$ cat config.mk
export PLATFORM = sky130hd
export DESIGN_NAME = mips_multicycle_control
export DESIGN_NICKNAME = d
export VERILOG_FILES = /design/src/rtl/mips_multicycle_control.sv
export SDC_FILE = /design/constraint.sdc
export NUM_CORES = 1
export LEC_CHECK = 0
export ABC_CLOCK_PERIOD_IN_PS = 3500
export CAP_MARGIN = 25
export CELL_PAD_IN_SITES_DETAIL_PLACEMENT = 1
export CELL_PAD_IN_SITES_GLOBAL_PLACEMENT = 1
export CORE_MARGIN = 5
export CORE_UTILIZATION = 28
export CTS_CLUSTER_DIAMETER = 30
export DETAILED_ROUTE_END_ITERATION = 10
export PLACE_DENSITY = 0.85
export SLEW_MARGIN = 20
export SYNTH_ARGS = -nofsm -noshare
export SYNTH_HDL_FRONTEND = slang
export SYNTH_SLANG_ARGS = --single-unit
$ cat constraint.sdc
create_clock -name clk -period 3.5 [get_ports clk]
set_clock_uncertainty 0.2 [all_clocks]
set_input_delay 0.7 -clock clk [delete_from_list [all_inputs] [get_ports clk]]
set_output_delay 0.7 -clock clk [all_outputs]
set_load 0.01 [all_outputs]
$ cat src/rtl/mips_multicycle_control.sv
// Main control FSM for the multicycle MIPS datapath: sequences fetch/decode/execute/memory/writeback.
// Outputs decode the current state; fetch and memory-access states wait on mem_ready.
module mips_multicycle_control #(
  parameter int OPW = 6
) (
  input  logic           clk,
  input  logic           reset,
  input  logic [OPW-1:0] opcode,
  input  logic           zero,
  input  logic           mem_ready,
  output logic           PCWrite,
  output logic           PCWriteCond,
  output logic           IorD,
  output logic           MemRead,
  output logic           MemWrite,
  output logic           IRWrite,
  output logic           MemtoReg,
  output logic           RegDst,
  output logic           RegWrite,
  output logic           ALUSrcA,
  output logic [1:0]     ALUSrcB,
  output logic [1:0]     PCSrc,
  output logic           AluOp1,
  output logic           AluOp0,
  output logic [3:0]     state,
  output logic           illegal_op
);

  typedef enum logic [3:0] {
    S_FETCH  = 4'd0,
    S_DECODE = 4'd1,
    S_MEMADR = 4'd2,
    S_MEMRD  = 4'd3,
    S_MEMWB  = 4'd4,
    S_MEMWR  = 4'd5,
    S_EXEC   = 4'd6,
    S_ALUWB  = 4'd7,
    S_BRANCH = 4'd8,
    S_ADDIEX = 4'd9,
    S_ORIEX  = 4'd10,
    S_IMMWB  = 4'd11,
    S_JUMP   = 4'd12
  } state_t;

  localparam logic [OPW-1:0] OP_RTYPE = 6'b000000;
  localparam logic [OPW-1:0] OP_J     = 6'b000010;
  localparam logic [OPW-1:0] OP_BEQ   = 6'b000100;
  localparam logic [OPW-1:0] OP_ADDI  = 6'b001000;
  localparam logic [OPW-1:0] OP_ORI   = 6'b001101;
  localparam logic [OPW-1:0] OP_LW    = 6'b100011;
  localparam logic [OPW-1:0] OP_SW    = 6'b101011;

  state_t r_state;
  logic   r_illegal_op;

  // Branch resolution happens in the datapath (PCWriteCond AND zero), so the FSM ignores zero.
  logic w_unused_zero;
  assign w_unused_zero = zero;

  always_ff @(posedge clk) begin
    if (reset) begin
      r_state      <= S_FETCH;
      r_illegal_op <= 1'b0;
    end else begin
      r_illegal_op <= 1'b0;
      case (r_state)
        S_FETCH:  if (mem_ready) r_state <= S_DECODE;
        S_DECODE: begin
          case (opcode)
            OP_LW, OP_SW: r_state <= S_MEMADR;
            OP_RTYPE:     r_state <= S_EXEC;
            OP_BEQ:       r_state <= S_BRANCH;
            OP_ADDI:      r_state <= S_ADDIEX;
            OP_ORI:       r_state <= S_ORIEX;
            OP_J:         r_state <= S_JUMP;
            default: begin
              r_state      <= S_FETCH;
              r_illegal_op <= 1'b1;
            end
          endcase
        end
        S_MEMADR: begin
          if (opcode == OP_LW)      r_state <= S_MEMRD;
          else if (opcode == OP_SW) r_state <= S_MEMWR;
          else                      r_state <= S_FETCH;
        end
        S_MEMRD:  if (mem_ready) r_state <= S_MEMWB;
        S_MEMWR:  if (mem_ready) r_state <= S_FETCH;
        S_EXEC:   r_state <= S_ALUWB;
        S_ADDIEX: r_state <= S_IMMWB;
        S_ORIEX:  r_state <= S_IMMWB;
        default:  r_state <= S_FETCH;
      endcase
    end
  end

  always_comb begin
    PCWrite     = 1'b0;
    PCWriteCond = 1'b0;
    IorD        = 1'b0;
    MemRead     = 1'b0;
    MemWrite    = 1'b0;
    IRWrite     = 1'b0;
    MemtoReg    = 1'b0;
    RegDst      = 1'b0;
    RegWrite    = 1'b0;
    ALUSrcA     = 1'b0;
    ALUSrcB     = 2'b00;
    PCSrc       = 2'b00;
    AluOp1      = 1'b0;
    AluOp0      = 1'b0;
    case (r_state)
      S_FETCH: begin
        MemRead = 1'b1;
        ALUSrcB = 2'b01;
        IRWrite = mem_ready;
        PCWrite = mem_ready;
      end
      S_DECODE: ALUSrcB = 2'b11;
      S_MEMADR, S_ADDIEX: begin
        ALUSrcA = 1'b1;
        ALUSrcB = 2'b10;
      end
      S_MEMRD: begin
        MemRead = 1'b1;
        IorD    = 1'b1;
      end
      S_MEMWB: begin
        RegWrite = 1'b1;
        MemtoReg = 1'b1;
      end
      S_MEMWR: begin
        MemWrite = 1'b1;
        IorD     = 1'b1;
      end
      S_EXEC: begin
        ALUSrcA = 1'b1;
        AluOp1  = 1'b1;
      end
      S_ALUWB: begin
        RegWrite = 1'b1;
        RegDst   = 1'b1;
      end
      S_BRANCH: begin
        ALUSrcA     = 1'b1;
        AluOp0      = 1'b1;
        PCWriteCond = 1'b1;
        PCSrc       = 2'b01;
      end
      S_ORIEX: begin
        ALUSrcA = 1'b1;
        ALUSrcB = 2'b10;
        AluOp1  = 1'b1;
        AluOp0  = 1'b1;
      end
      S_IMMWB: RegWrite = 1'b1;
      S_JUMP: begin
        PCWrite = 1'b1;
        PCSrc   = 2'b10;
      end
      default: ;
    endcase
  end

  assign state      = r_state;
  assign illegal_op = r_illegal_op;

endmodule

==> results.md <==
- The run finished with clean final reports.
- The final cell count without fillers is 144.
- The detail-routed net length per standard cell is 13.35 microns.
- Entering global routing, the biggest net connects 22 pins.
- Hold timing on the final database bottoms out at a slack of 0.5758 ns.
- The critical path buffer and inverter count is 1.
- The period utilization is 85.89%.
- The post-detailed-placement cell area is 909.6 sq um.
- The required time of the worst setup path is 2.60 ns.
- Once the floorplan was initialized, standard cells occupied 28.72% of the core.
- The routed design could run at a clock period as short as 3.006 ns.
- The endpoint of the most critical register-to-register path is state[1].
- In this run the horizontal extent of the chip is 57.18 microns.
- The sink count of the clock tree is 5.
- The worst hold path belongs to the class register to register.
- By area, the combinational part of the netlist is dominated by simple AND/OR/NAND/NOR gates.
- The final max-slew violation count is 0.
- The final number of hold-violating endpoints is 0.
- The total negative slack is 0 ns.
- The number of global-route vias before repair is 710.
- In the routed layout, each cell is associated on average with a via count of 5.264.
- Setup repair after global routing left no endpoint under its margin.
- The setup check on the worst reg-to-reg path leaves a slack of 1.73 ns.
- The overall fraction of global-route tracks in use is 11.56%.
- The total number of nets in the final design is 127.
- The number of register bits inferred by synthesis is 5.
- For this run, the leading register cell type out of synthesis is dfxtp_1.
- Tracing the worst setup path back leads to its startpoint at state[2].
- The post-synthesis cell count is 91.
- The row count is 17.
- The aggregate routed wire length is 1.923 mm.
- The repair_antennas step left the layout with diodes totalling 0.
- The reg-to-reg critical path startpoint is state[2].
- The setup violation total in the final timing report is 0.
- The maximum ir drop on the vdd rail is 0.1472 mV.
- After Yosys synthesis, full adders, half adders and majority gates account for 1.606% of the synthesized area.
- The number of placed I/O pins is 31.
- Across the run, the number of max-cap violations was 0.
- The sort of element at the end of the critical path is a primary output.
- The worst register-to-register path has a depth of 4.
- The measured slew at the worst slew-check pin is 0.6591 ns.
- Of all nets on the critical path, the largest fanout is 21.
- The critical path data arrival time is 2.11 ns.
- The cell area after layout is 935.9 sq um.
- The routed layout has 758 vias.
- In this run, post-CTS repair resized a total of 0 instances.
- The worst setup path is of the register to primary output kind.
- The synthesized netlist devotes 28.71% of its cell area to compound gates.
- The share of flip-flops with an asynchronous set or reset after synthesis is 0%.
- The power density relative to cell area is 216.7 nW/um^2.
- Summing the areas of all xor and xnor instances in the mapped netlist gives 4.217% of the synthesized area.
- The placed wire-length estimate is 1.560 mm.
- The simple-gate share of the synthesized area is 40.76%.
- The worst stage delay on the critical path is 0.74 ns.
- The initial antenna violation count is 0.
- The number of nets in the synthesized netlist is 101.
- The number of gates on the worst path with buffers counted is 3.
- After clock tree synthesis, the clock-pin slew on the worst setup and hold paths is 0.04 ns.
- The synthesis warning total is 0.
- After synthesis, the share of cell area in mux cells is 0%.
- The total instance count after detailed placement is 140.
- Derived from the worst setup path, the maximum achievable clock frequency is 332.7 MHz.
- The average footprint of a synthesized cell is 6.847 sq um.
- The floorplan die height is 57.18 microns.
- The last element of the critical path is RegWrite.
- The number of setup buffers added after CTS is 0.
- Counting flops with a built-in enable in the synthesized netlist gives 0.
- The congestion estimate from routability-driven global placement came to 0.7326.
- Clock latency on the worst-skew pair, taken at its later pin, is 0.24 ns.
- Buffers inserted during clock tree synthesis total 3.
- The number of DRC violations after detailed-routing iteration 0 is 5.
- Input and output buffers added on the ports amount to 29.
- The unique cell type count in the Yosys netlist is 40.
- The mapped netlist covers 623.1 sq um.
- The share of cells above drive strength 1 is 6.897%.
- The CTS tree is built.
- Clock tree synthesis selected as its root buffer the cell clkbuf_4.
- For this design, the slowest cell found on the critical path is dfxtp_1.
- After detailed routing, the number of remaining DRC violations is 0.
- The design draws 202.9 uW.
- The analysis attributes to cell leakage a power of 0.0003181 uW.
- The family with the most delay on the worst path is flip-flops.
- Summing the sequential cell areas from Yosys gives 16.06% of the chip area.
- For this design, the CTS-stage hold fixing added 0 buffers.
- The maximum count of clock buffers along a single path is 2.
- The length of the first detailed-routing pass in iterations is 4.
- From synthesis to final layout, the design area changed by 50.20%.
- Walking the worst path, the cells encountered are nor4b_1 -> o21bai_1 -> clkdlybuf4s50_1.
- CTS built an H-tree with a depth of 1.
- The kind of start point of the critical path is a register.
- The number of nets with antenna violations after routing is 0.
- The floorplan step defined a die boundary enclosing 3269 sq um.
- The total overflow left after global routing is 0.
- The global-route wire length before repair is 3.091 mm.
- The total area inside the core boundary comes to 2170 sq um.
- In this run the tightest slew margin relative to its limit is 56.00%.
-- kinds of logic after synthesis --
logic type                 count (synthesis)
buffers and inverters                     11
adders and majority gates                  1
xor gates and xnor gates                   3
DFF                                        5
and+or+nand+nor                           45
AOI/OAI and AO/OA                         26
-- per-stage QoR --
stage	setup slack (ns)	util, %
2_1_floorplan	0.8958	-
3_3_place_gp	0.4961	41.93
3_5_place_dp	0.5040	41.93
4_1_cts	0.4706	43.14
5_1_grt	0.3030	43.14
6_report	0.4939	43.14
-- worst reg2reg max path, stage by stage, from the launching register on --
cell	delay [ns]
dfxtp_1	0.74
nor2_1	0.18
nand3_1	0.16
a211oi_1	0.07
a211o_2	0.30
-- synth_stat cells, types with 2 or more instances --
master	number	area share, %
nand3_1	2	1.6
a31oi_1	2	2.0
nor4b_1	2	2.8
o21ai_0	4	3.2
and3_1	2	2.0
a211oi_1	3	3.6
nor2_1	11	6.6
nor3b_1	3	3.6
xnor2_1	3	4.2
nor3_1	2	1.6
dfxtp_1	5	16
nand2b_1	5	5.0
a21boi_0	2	2.4
o21bai_1	2	2.4
a21oi_1	5	4.0
or3_1	2	2.0
nand2_1	7	4.2
inv_1	2	1.2
clkbuf_1	6	3.6
-- metal layers --
metal / up-vias / wire (microns) / track usage [%]
li1: 389 / - / -
met3: 0 / 118 / 2.489
met5: - / 0 / 0
met2: 27 / 961 / 22.02
met4: 0 / 0 / 3.974
met1: 342 / 843 / 12.38
-- state kept, by name, indices dropped and copies added, names as in the netlist --
register	count
illegal_op	1
state	4
-- area by class of cell --
cell class / instances / area (sq um)
clock buffers: 4 / 26.28
fillers: 290 / 1234
inverters: 2 / 7.507
multi-input cells: 75 / 469.2
flip-flops and latches: 5 / 100.1
well taps: 28 / 35.03
repair buffers: 30 / 297.8
-- worst min-delay path by stage --
stage               startpoint  slack, ns          to  cells after the start
finish                state[0]       0.58  illegal_op                      2
global route          state[0]       0.65  illegal_op                      2
CTS                   state[0]       0.58  illegal_op                      2
detailed placement    state[0]       0.57  illegal_op                      2
global placement      state[0]       0.56  illegal_op                      2
floorplan             state[0]       0.54    state[2]                      3
-- power breakdown --
part | leakage [uW] | switching (uW) | internal (uW)
combinational | 0.000262 | 30.7 | 40.5
sequential | 0.0000407 | 7.62 | 59.8
clock | 0.0000150 | 21.2 | 42.9
-- cell usage in the layout (no fill, tap or decap), drive strengths merged --
master         instances
nand2                  7
clkbuf                 4
nor2                  11
a31oi                  2
inv                    2
nand4                  1
nand3                  2
a21boi                 2
and3                   2
buf                    1
or2                    1
nor4bb                 1
and4b                  1
clkdlybuf4s50         29
and2                   1
a211oi                 3
o32a                   1
o21ai                  4
nor3                   2
o21bai                 2
nor4                   1
a41oi                  1
nor2b                  1
o21a                   1
a32oi                  1
nor3b                  3
and3b                  1
o211ai                 1
or3                    2
a21oi                  5
xnor2                  3
nor4b                  2
or3b                   1
o31ai                  1
dfxtp                  5
maj3                   1
nand2b                 5
a211o                  2
No activity file was read; power rests on OpenSTA's default activity.
